**config.mk**
```make
export PLATFORM = sky130hd
export DESIGN_NAME = imem_loader
export DESIGN_NICKNAME = d
export VERILOG_FILES = /design/src/rtl/imem_loader.sv
export SDC_FILE = /design/constraint.sdc
export NUM_CORES = 1
export LEC_CHECK = 0
export ABC_AREA = 1
export BUFFER_PORTS_ARGS = -buffer_cell sky130_fd_sc_hd__buf_2
export CORE_MARGIN = 4
export CORE_UTILIZATION = 45
export DETAILED_ROUTE_END_ITERATION = 10
export PLACE_DENSITY = 0.74
export REMOVE_ABC_BUFFERS = 1
export SYNTH_ARGS = -nofsm -noshare
export SYNTH_HDL_FRONTEND = slang
export SYNTH_SLANG_ARGS = --single-unit
```
**constraint.sdc**
```tcl
create_clock -name l_clk -period 1.8 [get_ports l_clk]
set_input_delay 0.27 -clock l_clk [delete_from_list [all_inputs] [get_ports l_clk]]
set_output_delay 0.27 -clock l_clk [all_outputs]
set_load 0.01 [all_outputs]
```
**src/rtl/imem_loader.sv**
```systemverilog
// Instruction-memory loader: packs a big-endian byte stream into IWIDTH-bit words written to sequential addresses from 0.
// Latency: write strobe one cycle after the last byte of a word; BYTES+1 cycles per word with valid held high.
// Backpressure: ready is high only while receiving; bytes offered during the write cycle, DONE, ERR or IDLE wait.
module imem_loader #(
    parameter int IWIDTH = 32,
    parameter int DEPTH  = 6
) (
    input  logic              l_clk,
    input  logic              l_rst,
    input  logic              l_i_start,
    input  logic [DEPTH:0]    l_i_len,
    input  logic              l_i_valid,
    input  logic [7:0]        l_i_byte,
    output logic              l_o_ready,
    output logic              l_o_we,
    output logic [DEPTH-1:0]  l_o_addr,
    output logic [IWIDTH-1:0] l_o_wdata,
    output logic              l_o_busy,
    output logic              l_o_done,
    output logic              l_o_cpu_ce,
    output logic              l_o_err
);

    localparam int BYTES = IWIDTH / 8;
    localparam int BCW   = (BYTES > 1) ? $clog2(BYTES) : 1;

    // Largest legal load length: the whole memory.
    localparam logic [DEPTH:0]  CAP       = (DEPTH + 1)'(1) << DEPTH;
    localparam logic [BCW-1:0]  LAST_BYTE = BCW'(BYTES - 1);

    localparam logic [2:0] S_IDLE  = 3'd0;
    localparam logic [2:0] S_RECV  = 3'd1;
    localparam logic [2:0] S_WRITE = 3'd2;
    localparam logic [2:0] S_DONE  = 3'd3;
    localparam logic [2:0] S_ERR   = 3'd4;

    logic [2:0]        state_q,    state_d;
    logic [DEPTH:0]    len_q,      len_d;
    logic [DEPTH:0]    word_cnt_q, word_cnt_d;
    logic [BCW-1:0]    byte_cnt_q, byte_cnt_d;
    logic [DEPTH-1:0]  addr_q,     addr_d;
    logic [IWIDTH-1:0] shreg_q,    shreg_d;
    logic [IWIDTH-1:0] wdata_q,    wdata_d;
    logic              start_ok;

    // Next-state and datapath updates for the load sequencer.
    always_comb begin
        state_d    = state_q;
        len_d      = len_q;
        word_cnt_d = word_cnt_q;
        byte_cnt_d = byte_cnt_q;
        addr_d     = addr_q;
        shreg_d    = shreg_q;
        wdata_d    = wdata_q;
        start_ok   = l_i_start &&
                     ((state_q == S_IDLE) || (state_q == S_DONE) || (state_q == S_ERR));

        case (state_q)
            S_IDLE, S_DONE, S_ERR: begin
                if (start_ok) begin
                    len_d      = l_i_len;
                    addr_d     = '0;
                    word_cnt_d = '0;
                    byte_cnt_d = '0;
                    shreg_d    = '0;
                    if (l_i_len > CAP) begin
                        state_d = S_ERR;
                    end else if (l_i_len == '0) begin
                        state_d = S_DONE;
                    end else begin
                        state_d = S_RECV;
                    end
                end
            end
            S_RECV: begin
                // ready is 1 here, so valid alone completes the handshake.
                if (l_i_valid) begin
                    shreg_d = (shreg_q << 8) | IWIDTH'(l_i_byte);
                    if (byte_cnt_q == LAST_BYTE) begin
                        wdata_d    = shreg_d;
                        byte_cnt_d = '0;
                        state_d    = S_WRITE;
                    end else begin
                        byte_cnt_d = byte_cnt_q + BCW'(1);
                    end
                end
            end
            S_WRITE: begin
                if (word_cnt_q == (len_q - (DEPTH + 1)'(1))) begin
                    state_d = S_DONE;
                end else begin
                    // len never exceeds CAP, so addr stops at 2**DEPTH-1 without wrapping.
                    addr_d     = addr_q + DEPTH'(1);
                    word_cnt_d = word_cnt_q + (DEPTH + 1)'(1);
                    state_d    = S_RECV;
                end
            end
            default: begin
                state_d = S_IDLE;
            end
        endcase
    end

    // State and datapath registers; reset aborts any load in flight.
    always_ff @(posedge l_clk or negedge l_rst) begin
        if (!l_rst) begin
            state_q    <= S_IDLE;
            len_q      <= '0;
            word_cnt_q <= '0;
            byte_cnt_q <= '0;
            addr_q     <= '0;
            shreg_q    <= '0;
            wdata_q    <= '0;
        end else begin
            state_q    <= state_d;
            len_q      <= len_d;
            word_cnt_q <= word_cnt_d;
            byte_cnt_q <= byte_cnt_d;
            addr_q     <= addr_d;
            shreg_q    <= shreg_d;
            wdata_q    <= wdata_d;
        end
    end

    // Control outputs decode straight from the state register.
    assign l_o_ready  = (state_q == S_RECV);
    assign l_o_we     = (state_q == S_WRITE);
    assign l_o_busy   = (state_q == S_RECV) || (state_q == S_WRITE);
    assign l_o_done   = (state_q == S_DONE);
    assign l_o_cpu_ce = (state_q == S_DONE);
    assign l_o_err    = (state_q == S_ERR);
    assign l_o_addr   = addr_q;
    assign l_o_wdata  = wdata_q;

endmodule

```
# After elaboration in Yosys (flattened, before gate mapping)
# Index checks and enable logic that the tools add are counted.
op_classes:
  add_sub_neg: 4
  magnitude_cmp: 1
  n_eq_ne: 10
  muxes: 20
  bitwise: 1
  reduce_logical: 14
ops:
  columns: ["op", "n"]
  rows:
  - ["$mux 24", 2]
  - ["$pmux 24 s2", 1]
  - ["$or 32x8->32", 1]
  - ["$mux 7", 2]
  - ["$pmux 7 s2", 1]
  - ["$mux 3", 4]
  - ["$mux 6", 2]
  - ["$pmux 6 s2", 1]
  - ["$reduce_and 3->1", 4]
  - ["$mux 2", 5]
  - ["$pmux 3 s3", 1]
  - ["$add 7x1->7 const B", 1]
  - ["$eq 7x7->1", 1]
  - ["$gt 7x7->1 const B", 1]
  - ["$logic_not 7->1", 1]
  - ["$sub 7x1->7 const B", 1]
  - ["$add 6x1->6 const B", 1]
  - ["$eq 3x2->1 const B", 2]
  - ["$ne 2x2->1 const B", 3]
  - ["$pmux 2 s2", 1]
  - ["$reduce_bool 2->1", 2]
  - ["$eq 3x1->1 const B", 1]
  - ["$eq 3x3->1 const B", 1]
  - ["$logic_not 3->1", 1]
  - ["7 further kinds", 9]
word_totals:
  regBits: 81
  in_bits: 19
  output_inout_bits: 44
  wordCells: 57

# Longest topological paths before layout
# Gate-level depths: netlist of the first run.
logic_depth:
  depth_word: 6
  depth_mapped: 13
  depth_no_buf: 12

# Least setup slack after synthesis of the first run
# Ideal clock, no wire load.
synth_path:
  path_kind: "reg-to-reg"
  from: "register len_q[0]"
  to: "register addr_q[1], in the netlist l_o_addr[1]"
  setup_time_ps: 117
  t_arrival_ps: 1494
  required_time_ps: 1683
  slack_ps: 189
  stages_incl_launch_ff: 12
  n_path_buf: 1
  period_less_slack_ps: 1611
  path_cell_list: "dfrtp_1 -> inv_1 -> ha_1 -> nand2_1 -> nand2_1 -> nor2_1 -> nand3_1 -> nor2_1 -> nand2_1 -> buf_2 -> nand4_1 -> nand2_1"
synth_via:
  elab_chain_len: 4
synth_lines:
  columns: ["element", "line_no", "text"]
  rows:
  - ["from (decl)", "38", "logic [DEPTH:0] len_q, len_d;"]
  - ["from (signal assigned)", "116", "len_q <= len_d;"]
  - ["$sub 7x1->7", "89", "if (word_cnt_q == (len_q - (DEPTH + 1)'(1))) begin"]
  - ["$eq 7x7->1", "89", null]
  - ["$ne 2x2->1 (no line)", null, null]
  - ["$reduce_and 3->1 (no line)", null, null]
  - ["to (signal assigned)", "119", "addr_q <= addr_d;"]
  - ["to (decl)", "41", "logic [DEPTH-1:0] addr_q, addr_d;"]
# No other way between the ends.
# A chain may end at the register's enable or synchronous reset.

# Worst setup path in the final report of the first run
layout_path:
  from: "register state_q[1]"
  to: "output port l_o_busy"
layout_via:
  elab_chain_len: 2
  elab_cells_between_ends: 3
  classes_between: "eq/ne: 2; reduce/logical: 1"
layout_lines:
  columns: ["element", "line_no", "text"]
  rows:
  - ["from (decl)", "37", "logic [2:0] state_q, state_d;"]
  - ["from (signal assigned)", "115", "state_q <= state_d;"]
  - ["$eq 3x1->1 / $eq 3x2->1 (equally long branches)", "128", "assign l_o_busy = (state_q == S_RECV) || (state_q == S_WRITE);"]
  - ["$logic_or 1x1->1 (*)", "128", null]
  - ["to (decl)", "18", "output logic l_o_busy,"]
# Mark *: on every way between the ends. The rest lies on a longest branch, timed or not.

==> flow_metrics.py, run 1 <==
metrics = {
    "run_status": {
        "status": "finished clean",
    },
    "yosys": {
        "synth_top_family_by_area": "simple AND/OR/NAND/NOR gates",
        "synthAdderAreaFrac_pct": 1.30,
        "syn-instance-count": 435,
        "ys_seq_elements": 81,
        "async_flop_share_pct": 100,
        "synth_ff_type": "dfrtp_1",
        "synth_area_leaders": "dfrtp_1 (52%), nand2_1 (9.5%), o21ai_0 (4.8%)",
        "yosysTopAreaCell": "dfrtp_1",
        "synth.top_cell.area_share_pct": 52.5,
        "synth.distinct_cells": 30,
        "synthMuxAreaShare_pct": 3.30,
        "synth_xor_area_share_pct": 2.49,
        "syn_area_per_cell_um2": 8.88,
        "synth_area_um2": 3860,
        "yosysWarnings": 0,
        "synth-simple-area-share_pct": 23.0,
        "synth.top_cells.by_count": "nand2_1 (98), dfrtp_1 (81), inv_1 (48)",
        "synth_compound_area_share_pct": 8.26,
        "synth_edf_count": 0,
        "ys_seq_area_share_pct": 52.5,
        "synth.most_common_cell": "nand2_1",
    },
    "critical_path": {
        "critPathLaunchType": "flop",
        "critPathMaxFanout": 12,
        "cp.arrival_ns": 1.47,
        "critical_path_class": "reg2out",
        "r2r_slack_ns": 0.13,
        "cpLargestDelayFamily": "flip-flops",
        "slowest_delay_ns": 0.43,
        "r2r-end": "word_cnt_q[5]$_DFFE_PN0P_",
        "crit_chain": "inv_2 > nor3_4 > inv_2 > buf_6 > nand2_1 > buf_2",
        "required_ns": 1.53,
        "crit_slowest_cell": "dfrtp_2",
        "worstReg2RegStart": "state_q[1]$_DFFE_PN0P_",
        "critPathBufInv": 4,
        "path_common_cell": "inv_2",
        "reg2regPathDepth": 10,
        "startpoint": "state_q[1]$_DFFE_PN0P_",
        "cp-end-kind": "output pin",
        "crit_cells": 6,
    },
    "pwr": {
        "pwr_density_cell_nw_per_um2": 1440,
        "p_leak_nw": 2.39,
        "power_mw": 6.80,
        "vdd_drop_max_mv": 0.709,
    },
    "timing": {
        "skew_ns": 0.00867,
        "max_freq_mhz": 576,
        "min_period_over_period_pct": 96.5,
        "period_needed_ns": 1.74,
        "hold_viol": 0,
        "tightest_slew_ns": 0.323,
        "final-setup-viol-count": 0,
        "maxSlewHeadroom_pct": 78.5,
        "rsz0062_at_grt": "yes",
        "slew_violations": 0,
    },
    "route": {
        "vias": 3168,
        "drt-total-wl_mm": 8.79,
        "drt_iter0_drc": 128,
        "wire_per_inst_um": 14.2,
        "vias_per_cell": 5.12,
        "ant_nets": 0,
        "drc": 0,
        "drt-pass1-iter-count": 4,
    },
    "worst_hold_path": {
        "min_to": "len_q[5]$_DFFE_PN0P_",
        "hold_depth": 2,
        "hold_path.class": "in2reg",
        "worstHoldStart": "l_i_len[5]",
    },
    "grt": {
        "grt_start_max_net_pins": 52,
        "globalRouteOverflowTotal": 0,
        "antenna_found_initial": 0,
        "grt_pass1_vias": 3138,
        "grt_usage_pct": 18.1,
        "grt_pass1_wl_mm": 14.8,
    },
    "finish": {
        "drive_above_1_share_pct": 26.7,
        "stdcell_area_um2": 4710,
        "final_nets": 532,
        "diodes": 0,
        "area_growth_syn_to_layout_pct": 21.9,
        "final_util_pct": 56.7,
    },
    "placed_design": {
        "dp_hpwl_mm": 5.66,
        "port_buffers": 62,
        "gp_congestion": 0.785,
        "placed_area_um2": 4300,
    },
    "clock_tree": {
        "cts_root_buffer": "clkbuf_8",
        "clk_latency_ns": 0.36,
        "cts_max_path_buffers": 2,
        "h-tree-depth": 3,
        "cts_tree": "yes",
        "cts_sinks": 81,
        "cts_made_buffers": 9,
        "clk_pin_slew_ns": 0.09,
    },
    "floorplanning": {
        "core_region_area_um2": 8300,
        "dieArea_um2": 10100,
        "start_util_pct": 46.5,
        "ios": 63,
        "die_h_um": 101,
        "rows": 33,
        "fp.dieW_um": 101,
    },
    "flow_run": {
        "maxCapViolations": 0,
    },
}
what timing repair did:
action                     CTS  global route
hold endpoints to repair    21             0
resized for setup            6            12
setup buffers                4             2
hold buffers                 1             0
gates cloned                 1             1
pin swaps                    2             1
setup endpoints to repair    2            42
stage by stage:
step	hold slack, ns	std cells	setup TNS (ns)	worst slack, ns
floorplan	-0.0256	413	-50.30	-1.02
global placement	0.189	594	0	0.147
detailed placement	0.195	594	0	0.104
CTS	0.140	616	0	0.0152
global route	0.139	619	-0.0387	-0.0237
finish	0.158	619	0	0.0630
flip-flops by register name (all words and copies together), names as in the netlist:
name,count
l_o_addr,6
shreg_q,24
len_q,7
byte_cnt_q,2
state_q,3
word_cnt_q,7
l_o_wdata,32
cells by family (layout without fill, tap and decap cells):
| family | Yosys count | count (layout) |
|---|---|---|
| flip-flops | 81 | 81 |
| multiplexers | 10 | 10 |
| AND/OR/NAND/NOR | 192 | 192 |
| AO/OA/AOI/OAI | 63 | 63 |
| XOR/XNOR | 11 | 11 |
| adder cells (fa/ha/maj) | 4 | 4 |
| buffers and inverters | 74 | 153 |
worst reg2reg max path: stages (launching register included):
cell,delay [ns]
dfrtp_2,0.43
inv_2,0.08
nor3_4,0.21
buf_4,0.14
buf_4,0.11
nand3_1,0.08
nor2_2,0.12
nand2_2,0.09
buf_4,0.18
nand4_1,0.08
nand2_1,0.06
report_power, final:
group	total, mW	internal, mW	switching (mW)
clock	1.66	0.939	0.724
sequential	2.51	2.20	0.307
combinational	2.63	1.07	1.55
total	6.80	4.22	2.58
placed cells by master (no fill, tap or decap), types with 4 or more instances in the layout:
cell      synthesis  routed
o21ai_1          19      19
nand3_1          34      34
clkbuf_8          0       9
a21oi_1           5       5
xor2_1            5       5
dfrtp_1          81      79
buf_12            0       4
nand2_2           3       5
nand4_1          15      15
buf_4             4      16
inv_2             4       7
mux2_4            4       4
mux2_2            6       6
xnor2_1           6       6
inv_1            48      45
o21ai_0          37      36
buf_2             8      61
nand2_1          98      96
nor2_1           33      31
routing by layer:
| layer | up-vias | share of wire [%] | GRT usage (%) |
|---|---|---|---|
| met5 | - | 0 | 0 |
| met4 | 0 | 1.1 | 5.28 |
| met3 | 12 | 5.9 | 4.91 |
| met2 | 99 | 49 | 30.1 |
| met1 | 1519 | 43 | 23.1 |
| li1 | 1538 | - | - |
how the worst max path moves through the flow:
stage	endpoint
finish	l_o_busy
global route	l_o_ready
CTS	l_o_busy
detailed placement	l_o_addr[4]$_DFFE_PN0P_
global placement	shreg_q[9]$_DFFE_PN0P_
floorplan	l_o_wdata[0]$_DFFE_PN0P_
final cells by class:
type | instances | area [um2]
Sequential cell | 81 | 2030
Clock inverter | 7 | 125
Multi-Input combinational cell | 280 | 1520
Inverter | 52 | 195
Fill cell | 714 | 3590
Timing Repair Buffer | 85 | 584
Tap cell | 105 | 131
Clock buffer | 9 | 124
(Power assumes the default switching activity.)
==> run 2, diff against run 1 <==
--- a/config.mk
+++ b/config.mk
@@ -7,7 +7,7 @@
 export LEC_CHECK = 0
 export ABC_AREA = 1
 export BUFFER_PORTS_ARGS = -buffer_cell sky130_fd_sc_hd__buf_2
-export CORE_MARGIN = 4
+export CORE_ASPECT_RATIO = 0.5
 export CORE_UTILIZATION = 45
 export DETAILED_ROUTE_END_ITERATION = 10
 export PLACE_DENSITY = 0.74
==> run 2 against run 1 <==
Compared with the run above: sequential share of layout area fell by 1.6 points; flip-flop and latch count is the same; core utilization grew 3.2 points; non-clock buffer count increased by 13; setup slack got worse by 0.031 ns.
==> flow_metrics.py, run 2 (synthesized netlist as in run 1, its figures left out) <==
metrics = {
    "run_status": {
        "status": "finished clean",
    },
    "critical_path": {
        "path_common_cell": "buf_4",
        "slowest_delay_ns": 0.43,
        "critPathBufInv": 3,
        "r2r_slack_ns": 0.03,
        "critical_path_class": "reg2out",
        "critPathLaunchType": "flop",
        "cp.arrival_ns": 1.50,
        "worstReg2RegStart": "state_q[2]$_DFFE_PN0P_",
        "cp-end-kind": "output pin",
        "startpoint": "state_q[1]$_DFFE_PN0P_",
        "reg2regPathDepth": 11,
        "r2r-end": "shreg_q[4]$_DFFE_PN0P_",
        "crit_chain": "buf_4 > nor3_4 > buf_4 > buf_2",
        "crit_slowest_cell": "dfrtp_2",
        "required_ns": 1.53,
        "cpLargestDelayFamily": "buffers and inverters",
        "critPathMaxFanout": 10,
    },
    "clock_tree": {
        "cts_tree": "yes",
        "clk_latency_ns": 0.34,
        "cts_max_path_buffers": 2,
        "cts_made_buffers": 9,
        "clk_pin_slew_ns": 0.06,
        "h-tree-depth": 3,
        "cts_root_buffer": "clkbuf_16",
        "cts_sinks": 81,
    },
    "finish": {
        "final_cell_mix": "nand2_1 (96), dfrtp_1 (78), buf_2 (61), inv_1 (48), o21ai_0 (36)",
        "largest_reg_flops": 32,
        "area_growth_syn_to_layout_pct": 26.8,
        "stdcell_area_um2": 4900,
        "final_nets": 547,
        "drive_above_1_share_pct": 28.0,
        "final_common_cell": "nand2_1",
        "diodes": 0,
        "layout.cells.non_filler": 640,
        "final_util_pct": 59.9,
    },
    "floorplanning": {
        "start_util_pct": 47.3,
        "die_h_um": 67.5,
        "dieArea_um2": 8980,
        "core_region_area_um2": 8170,
        "ios": 63,
        "rows": 23,
        "fp.dieW_um": 133,
    },
    "route": {
        "drt-total-wl_mm": 8.57,
        "wire_per_inst_um": 13.4,
        "drt-pass1-iter-count": 5,
        "drt_iter0_drc": 209,
        "vias": 3189,
        "drc": 0,
        "ant_nets": 0,
        "vias_per_cell": 4.98,
    },
    "grt": {
        "grt_pass1_wl_mm": 13.2,
        "grt_pass1_vias": 2938,
        "antenna_found_initial": 0,
        "grt_usage_pct": 19.3,
        "grt_start_max_net_pins": 34,
        "globalRouteOverflowTotal": 0,
    },
    "placed_design": {
        "placed_area_um2": 4320,
        "post-place-ws_ns": 0.0207,
        "dp_hpwl_mm": 5.28,
        "placed_cells": 605,
        "port_buffers": 62,
        "gp_congestion": 0.765,
    },
    "pwr": {
        "p_leak_nw": 2.50,
        "power_mw": 7.23,
        "vdd_drop_max_mv": 0.682,
        "pwr_density_cell_nw_per_um2": 1480,
    },
    "timing": {
        "fin_tns_setup_ns": 0,
        "slew_violations": 0,
        "fin_ws_ns": 0.0319,
        "final-setup-viol-count": 0,
        "skew_ns": 0.00501,
        "max_freq_mhz": 566,
        "period_needed_ns": 1.77,
        "rsz0062_at_grt": "yes",
        "hold_viol": 0,
        "maxSlewHeadroom_pct": 73.3,
        "tightest_slew_ns": 0.401,
        "min_period_over_period_pct": 98.2,
        "hold_slack_ns": 0.176,
    },
    "worst_hold_path": {
        "min_to": "l_o_wdata[3]$_DFFE_PN0P_",
        "hold_path.class": "in2reg",
        "hold_depth": 2,
        "worstHoldStart": "l_i_byte[3]",
    },
    "flow_run": {
        "maxCapViolations": 0,
    },
}
-- run 2: worst max path at each step --
stage	end	cells past startpoint
after CTS	word_cnt_q[0]$_DFFE_PN0P_	10
after floorplan	l_o_wdata[0]$_DFFE_PN0P_	3
after detailed placement	shreg_q[17]$_DFFE_PN0P_	9
after global placement	shreg_q[6]$_DFFE_PN0P_	8
final	l_o_ready	4
after global routing	shreg_q[21]$_DFFE_PN0P_	11
-- run 2: report_power, final --
group | total [mW] | switching (mW) | internal, mW
logic | 2.95 | 1.66 | 1.29
registers | 2.51 | 0.296 | 2.21
clock network | 1.77 | 0.710 | 1.06
-- run 2: final cells by class --
cell class,instances,area (um2)
Fill cell,696,3270
Sequential cell,81,2030
Multi-Input combinational cell,282,1560
Timing Repair Buffer,98,686
Clock buffer,9,225
Inverter,52,195
Tap cell,112,140
Clock inverter,6,58.8
-- run 2: worst reg2reg max path, stage by stage (launching register included) --
cell and delay (ns):
dfrtp_2 0.44, buf_4 0.15, inv_2 0.06, nand3_2 0.10, nand2_4 0.12, nand2_2 0.08, nand2_4 0.09, nand2_4 0.09
nor2_8 0.22, clkbuf_16 0.21, nand3_1 0.07, o21ai_1 0.07
-- run 2: what timing repair did --
| action | CTS | global route |
|---|---|---|
| hold endpoints to repair | 29 | 0 |
| pin swaps | 1 | 7 |
| hold buffers | 1 | 0 |
| cloned | 0 | 6 |
| setup endpoints to repair | 1 | 37 |
| buffers inserted | 3 | 10 |
| resized for setup | 4 | 19 |
-- run 2: metal layers --
layer / track usage, % / part of all wire [%] / vias to the layer above
met3: 6.08 / 3.5 / 14
met5: 0 / 0 / -
met4: 6.03 / 1.3 / 0
met1: 23.4 / 44 / 1542
li1: - / - / 1588
met2: 33.5 / 51 / 45
